==> src/rtl/scan_ctrl_pkg.sv <==
// Shared types and defaults for the scan chain controller.
package scan_ctrl_pkg;

    localparam int CHAIN_LEN_DEFAULT = 16;

    typedef enum logic [2:0] {
        IDLE,
        LOAD,
        CAPTURE,
        UNLOAD,
        RESP
    } scan_state_t;

endpackage

==> src/rtl/scan_shreg.sv <==
// Parallel-load shift register, MSB-first serial out, serial in at the LSB.
module scan_shreg
    import scan_ctrl_pkg::*;
#(
    parameter int W = CHAIN_LEN_DEFAULT
) (
    input  logic         i_clk,
    input  logic         i_rst,
    input  logic         i_load,
    input  logic [W-1:0] i_load_data,
    input  logic         i_shift,
    input  logic         i_si,
    output logic [W-1:0] o_q
);

    logic [W-1:0] r_q;

    // Load wins over shift so an accepted pattern is never corrupted.
    always_ff @(posedge i_clk or posedge i_rst) begin
        if (i_rst) begin
            r_q <= '0;
        end else if (i_load) begin
            r_q <= i_load_data;
        end else if (i_shift) begin
            r_q <= {r_q[W-2:0], i_si};
        end
    end

    assign o_q = r_q;

endmodule

==> src/rtl/scan_ctrl.sv <==
// Scan test controller: shifts a pattern into a chain, pulses one capture
// cycle, shifts the response out and offers it on a valid/ready port.
module scan_ctrl
    import scan_ctrl_pkg::*;
#(
    parameter int CHAIN_LEN = CHAIN_LEN_DEFAULT
) (
    input  logic                 CP,
    input  logic                 RST,
    input  logic                 PAT_VALID,
    output logic                 PAT_READY,
    input  logic [CHAIN_LEN-1:0] PAT_DATA,
    output logic                 TE,
    output logic                 TI,
    input  logic                 SO,
    output logic                 RSP_VALID,
    input  logic                 RSP_READY,
    output logic [CHAIN_LEN-1:0] RSP_DATA,
    output logic                 BUSY,
    output scan_state_t          o_dbg_state,
    output logic [CHAIN_LEN-1:0] o_dbg_stim
);

    // Handshakes: a transfer happens on a rising CP edge where valid and
    // ready are both high; valid, once raised by the producer, is held.
    localparam int CNT_W = $clog2(CHAIN_LEN + 1);
    localparam logic [CNT_W-1:0] CNT_LAST = CNT_W'(CHAIN_LEN - 1);

    scan_state_t          r_state;
    scan_state_t          w_next_state;
    logic [CNT_W-1:0]     r_cnt;
    logic                 r_te;
    logic                 r_pat_ready;
    logic                 r_rsp_valid;
    logic                 r_busy;
    logic                 w_accept;
    logic                 w_last;
    logic                 w_stim_shift;
    logic                 w_rsp_shift;
    logic [CHAIN_LEN-1:0] w_stim_q;

    assign w_accept     = (r_state == IDLE) && r_pat_ready && PAT_VALID;
    assign w_last       = (r_cnt == CNT_LAST);
    assign w_stim_shift = (r_state == LOAD);
    assign w_rsp_shift  = (r_state == UNLOAD);

    always_comb begin
        w_next_state = r_state;
        case (r_state)
            IDLE:    if (w_accept)  w_next_state = LOAD;
            LOAD:    if (w_last)    w_next_state = CAPTURE;
            CAPTURE:                w_next_state = UNLOAD;
            UNLOAD:  if (w_last)    w_next_state = RESP;
            RESP:    if (RSP_READY) w_next_state = IDLE;
            default:                w_next_state = IDLE;
        endcase
    end

    // Outputs are decoded from the next state so every one is a flop.
    always_ff @(posedge CP or posedge RST) begin
        if (RST) begin
            r_state     <= IDLE;
            r_cnt       <= '0;
            r_te        <= 1'b0;
            r_pat_ready <= 1'b0;
            r_rsp_valid <= 1'b0;
            r_busy      <= 1'b0;
        end else begin
            r_state <= w_next_state;
            if (w_next_state != r_state) begin
                r_cnt <= '0;
            end else if (w_stim_shift || w_rsp_shift) begin
                r_cnt <= r_cnt + CNT_W'(1);
            end
            r_te        <= (w_next_state == LOAD) || (w_next_state == UNLOAD);
            r_pat_ready <= (w_next_state == IDLE);
            r_rsp_valid <= (w_next_state == RESP);
            r_busy      <= (w_next_state != IDLE);
        end
    end

    // Zeros shift in behind the pattern, so TI falls to 0 once LOAD ends.
    scan_shreg #(.W(CHAIN_LEN)) u_stim (
        .i_clk       (CP),
        .i_rst       (RST),
        .i_load      (w_accept),
        .i_load_data (PAT_DATA),
        .i_shift     (w_stim_shift),
        .i_si        (1'b0),
        .o_q         (w_stim_q)
    );

    scan_shreg #(.W(CHAIN_LEN)) u_rsp (
        .i_clk       (CP),
        .i_rst       (RST),
        .i_load      (1'b0),
        .i_load_data ({CHAIN_LEN{1'b0}}),
        .i_shift     (w_rsp_shift),
        .i_si        (SO),
        .o_q         (RSP_DATA)
    );

    assign TE          = r_te;
    assign TI          = w_stim_q[CHAIN_LEN-1];
    assign PAT_READY   = r_pat_ready;
    assign RSP_VALID   = r_rsp_valid;
    assign BUSY        = r_busy;
    assign o_dbg_state = r_state;
    assign o_dbg_stim  = w_stim_q;

endmodule

==> config.mk <==
export PLATFORM = sky130hd
export DESIGN_NAME = scan_ctrl
export DESIGN_NICKNAME = d
export VERILOG_FILES = /design/src/rtl/scan_ctrl_pkg.sv /design/src/rtl/scan_shreg.sv /design/src/rtl/scan_ctrl.sv
export SDC_FILE = /design/constraint.sdc
export NUM_CORES = 1
export LEC_CHECK = 0
export CAP_MARGIN = 20
export CORE_ASPECT_RATIO = 0.9
export CORE_MARGIN = 1
export CORE_UTILIZATION = 25
export CTS_CLUSTER_DIAMETER = 40
export CTS_CLUSTER_SIZE = 12
export DETAILED_ROUTE_END_ITERATION = 10
export HOLD_SLACK_MARGIN = 0.06
export PLACE_DENSITY_LB_ADDON = 0.08
export SLEW_MARGIN = 5
export SYNTH_ARGS = -nofsm -noshare
export SYNTH_HDL_FRONTEND = slang
export SYNTH_SLANG_ARGS = --single-unit
export TNS_END_PERCENT = 10
==> constraint.sdc <==
create_clock -name CP -period 2.1 [get_ports CP]
set_input_delay 0.315 -clock CP [delete_from_list [all_inputs] [get_ports CP]]
set_output_delay 0.315 -clock CP [all_outputs]
set_load 0.02 [all_outputs]
==> flow_summary.toml <==
[run_status]
outcome = "finished clean"

[sta]
period_needed_ps = 1880
final_hold_viol_count = 0
slew_viol_final = 0
setup_viol_count_final = 0
setup_ws_ps = 222
min_period_over_period = 0.894
setup_tns_ps = 0
rsz0062_at_grt = "no"
maxSlewHeadroom = 0.396
worst-slew-pin-transition_ps = 901
hold_slack_ps = 479
max_freq_mhz = 532
finClkSkew_ps = 3.80

[yosys]
ys_seq_area_frac = 0.556
synth_edf_count = 0
ys_seq_elements = 44
syn_area_um2 = 1980
synthFlopType = "dfrtp_1"
syn-instance-count = 146
synthDistinctLibCells = 37
synth_fp_nets = 169
postSynth.asyncResetShare = 1.00
ys_warn_count = 0
syn_area_per_cell_um2 = 13.6

[place]
place_congestion = 0.709
place_worst_setup_slack_ps = -19.0
numPortBuffers = 60
dp_hpwl_mm = 2.98
placed_cells = 297

[pwr]
vdd_drop_max_mv = 0.552
power_density_nw_per_um2 = 1490
p_leak_uw = 0.00117

[clocking]
cts_tree = "built"
cts.htree.levels = 2
clkSlewWorstSetupHoldPaths_ps = 80
cts_buffers = 5
root_buffer = "clkbuf_8"
clock_latency_ps = 290
clockBufferDepth = 2
cts_hold_buffers = 0
clkSinkCount = 44
cts_resized = 0
postCtsSetupBuffers = 0

[final_layout]
n_fill_cell = 746
finalNetCount = 231
drive_gt1_frac = 0.188
regArea_um2 = 1100
syn2layout_area_growth_pct = 39.0
layout_commonest_cell = "clkdlybuf4s50_1"
layout_common_cells = "60 x clkdlybuf4s50_1, 44 x dfrtp_1, 11 x o221a_1, 10 x mux2_4, 10 x nand2b_1"
multi_input_area_um2 = 795
final_cells = 304
diodes = 0

[flow_run]
max_cap_viol_count = 0

[route]
drt-initial-drc-count = 49
firstDrtPassIters = 4
ant_nets = 0
vias = 1372
routedWlPerCell_um = 14.3
drc = 0
via_per_inst = 4.51
finalWirelength_mm = 4.33

[critical_path]
crit_arrival_ps = 1560
worstPathMaxFanout = 13
criticalPathCategory = "flop to primary output"
critPathBufInv = 1
endpoint_kind = "primary output"
cp_data_required_time_ps = 1780
crit_slowest_cell = "clkdlybuf4s50_1"
crit_family = "buffers and inverters"
start_kind = "flop"
slowest_delay_ps = 690
path_cells = "clkdlybuf4s50_1"

[floorplanning]
die_h_um = 86.4
rows = 30
core_area_um2 = 7620
die_w_um = 95.8
initial_utilization = 0.260
boundaryPins = 61
dieArea_um2 = 8280

[worst_hold_path]
hold_path_class = "primary input to asynchronous set/reset pin"

[global_route]
antenna_found_initial = 0
grt_overflow = 0
grt_max_degree = 45
grt_pass1_wl_mm = 7.25
grt_use_total = 0.113
grt_pass1_vias = 1470
final timing paths:
kind	startpoint	end	slack, ps	cells after the start
min in group CP	u_rsp.o_q[15]	u_rsp.o_q[15]	530	1
setup / recovery	o_dbg_state[2]	o_dbg_state[2]	220	1
hold / removal	RST	u_rsp.o_q[0]	480	3
max in group asynchronous	RST	o_dbg_state[1]	1210	3
hold reg to reg	u_rsp.o_q[15]	u_rsp.o_q[15]	530	1
setup reg to reg	r_cnt[0]	r_cnt[4]	280	6
sequential cells by signal, summed over array words and instances (netlist names):
register     cells
BUSY             1
PAT_READY        1
RSP_VALID        1
TE               1
o_dbg_state      3
r_cnt            5
u_rsp.o_q       16
u_stim.o_q      16
metal layers:
layer,GRT usage,wire length [µm]
met4,0.0326,40
met3,0.0368,279
met1,0.152,2060
met5,0,0
met2,0.173,1950
cells in the mapped netlist (all sizes together), types with 2 or more instances:
master | n | area (µm²)
inv | 3 | 11.3
nor2 | 6 | 22.5
a21o | 2 | 15.0
dfrtp | 44 | 1100
ha | 2 | 25.0
a31o | 2 | 17.5
nor3 | 2 | 15.0
a21oi | 4 | 20.0
xor2 | 2 | 17.5
nand2 | 5 | 28.8
or3 | 2 | 12.5
nor2b | 2 | 12.5
or2b | 5 | 37.5
a211oi | 2 | 15.0
nand2b | 10 | 62.6
o21ai | 3 | 15.0
buf | 9 | 73.8
mux2 | 17 | 229
o221a | 14 | 158
cell families (layout without fill, tap and decap cells):
family / Yosys count / after routing / share of synthesized area
flops: 44 / 44 / 0.556
simple gates: 39 / 39 / 0.129
compound gates: 29 / 29 / 0.131
mux: 17 / 17 / 0.116
buf+inv: 12 / 74 / 0.0430
xor+xnor: 3 / 3 / 0.0133
fa+ha+maj: 2 / 2 / 0.0126
stage by stage:
| step | utilization | power [µW] | area (µm²) |
|---|---|---|---|
| 6_report | 0.361 | 4110 | 2750 |
| 5_1_grt | 0.361 | 4390 | 2750 |
| 2_1_floorplan | - | 2830 | 1980 |
| 3_5_place_dp | 0.349 | 3590 | 2660 |
| 4_1_cts | 0.361 | 4180 | 2750 |
| 3_3_place_gp | 0.349 | 3540 | 2660 |
area by class of cell:
cell class | instances | area share
Clock buffer | 7 | 0.0350
Inverter | 3 | 0.00409
Multi-Input combinational cell | 90 | 0.289
Sequential cell | 44 | 0.400
Tap cell | 96 | 0.0436
Timing Repair Buffer | 64 | 0.229
worst register-to-register path, stage by stage, from the launching register on:
cell and delay (ps):
dfrtp_1 420, ha_1 220, and3_1 190, ha_1 220, o21ai_0 160, o311ai_1 230
a211oi_1 280
power breakdown:
group	switching, µW	total [µW]	internal, µW
Combinational	992	2100	1110
Clock	261	554	293
Sequential	277	1450	1180
No activity file was read; power rests on OpenSTA's default activity.
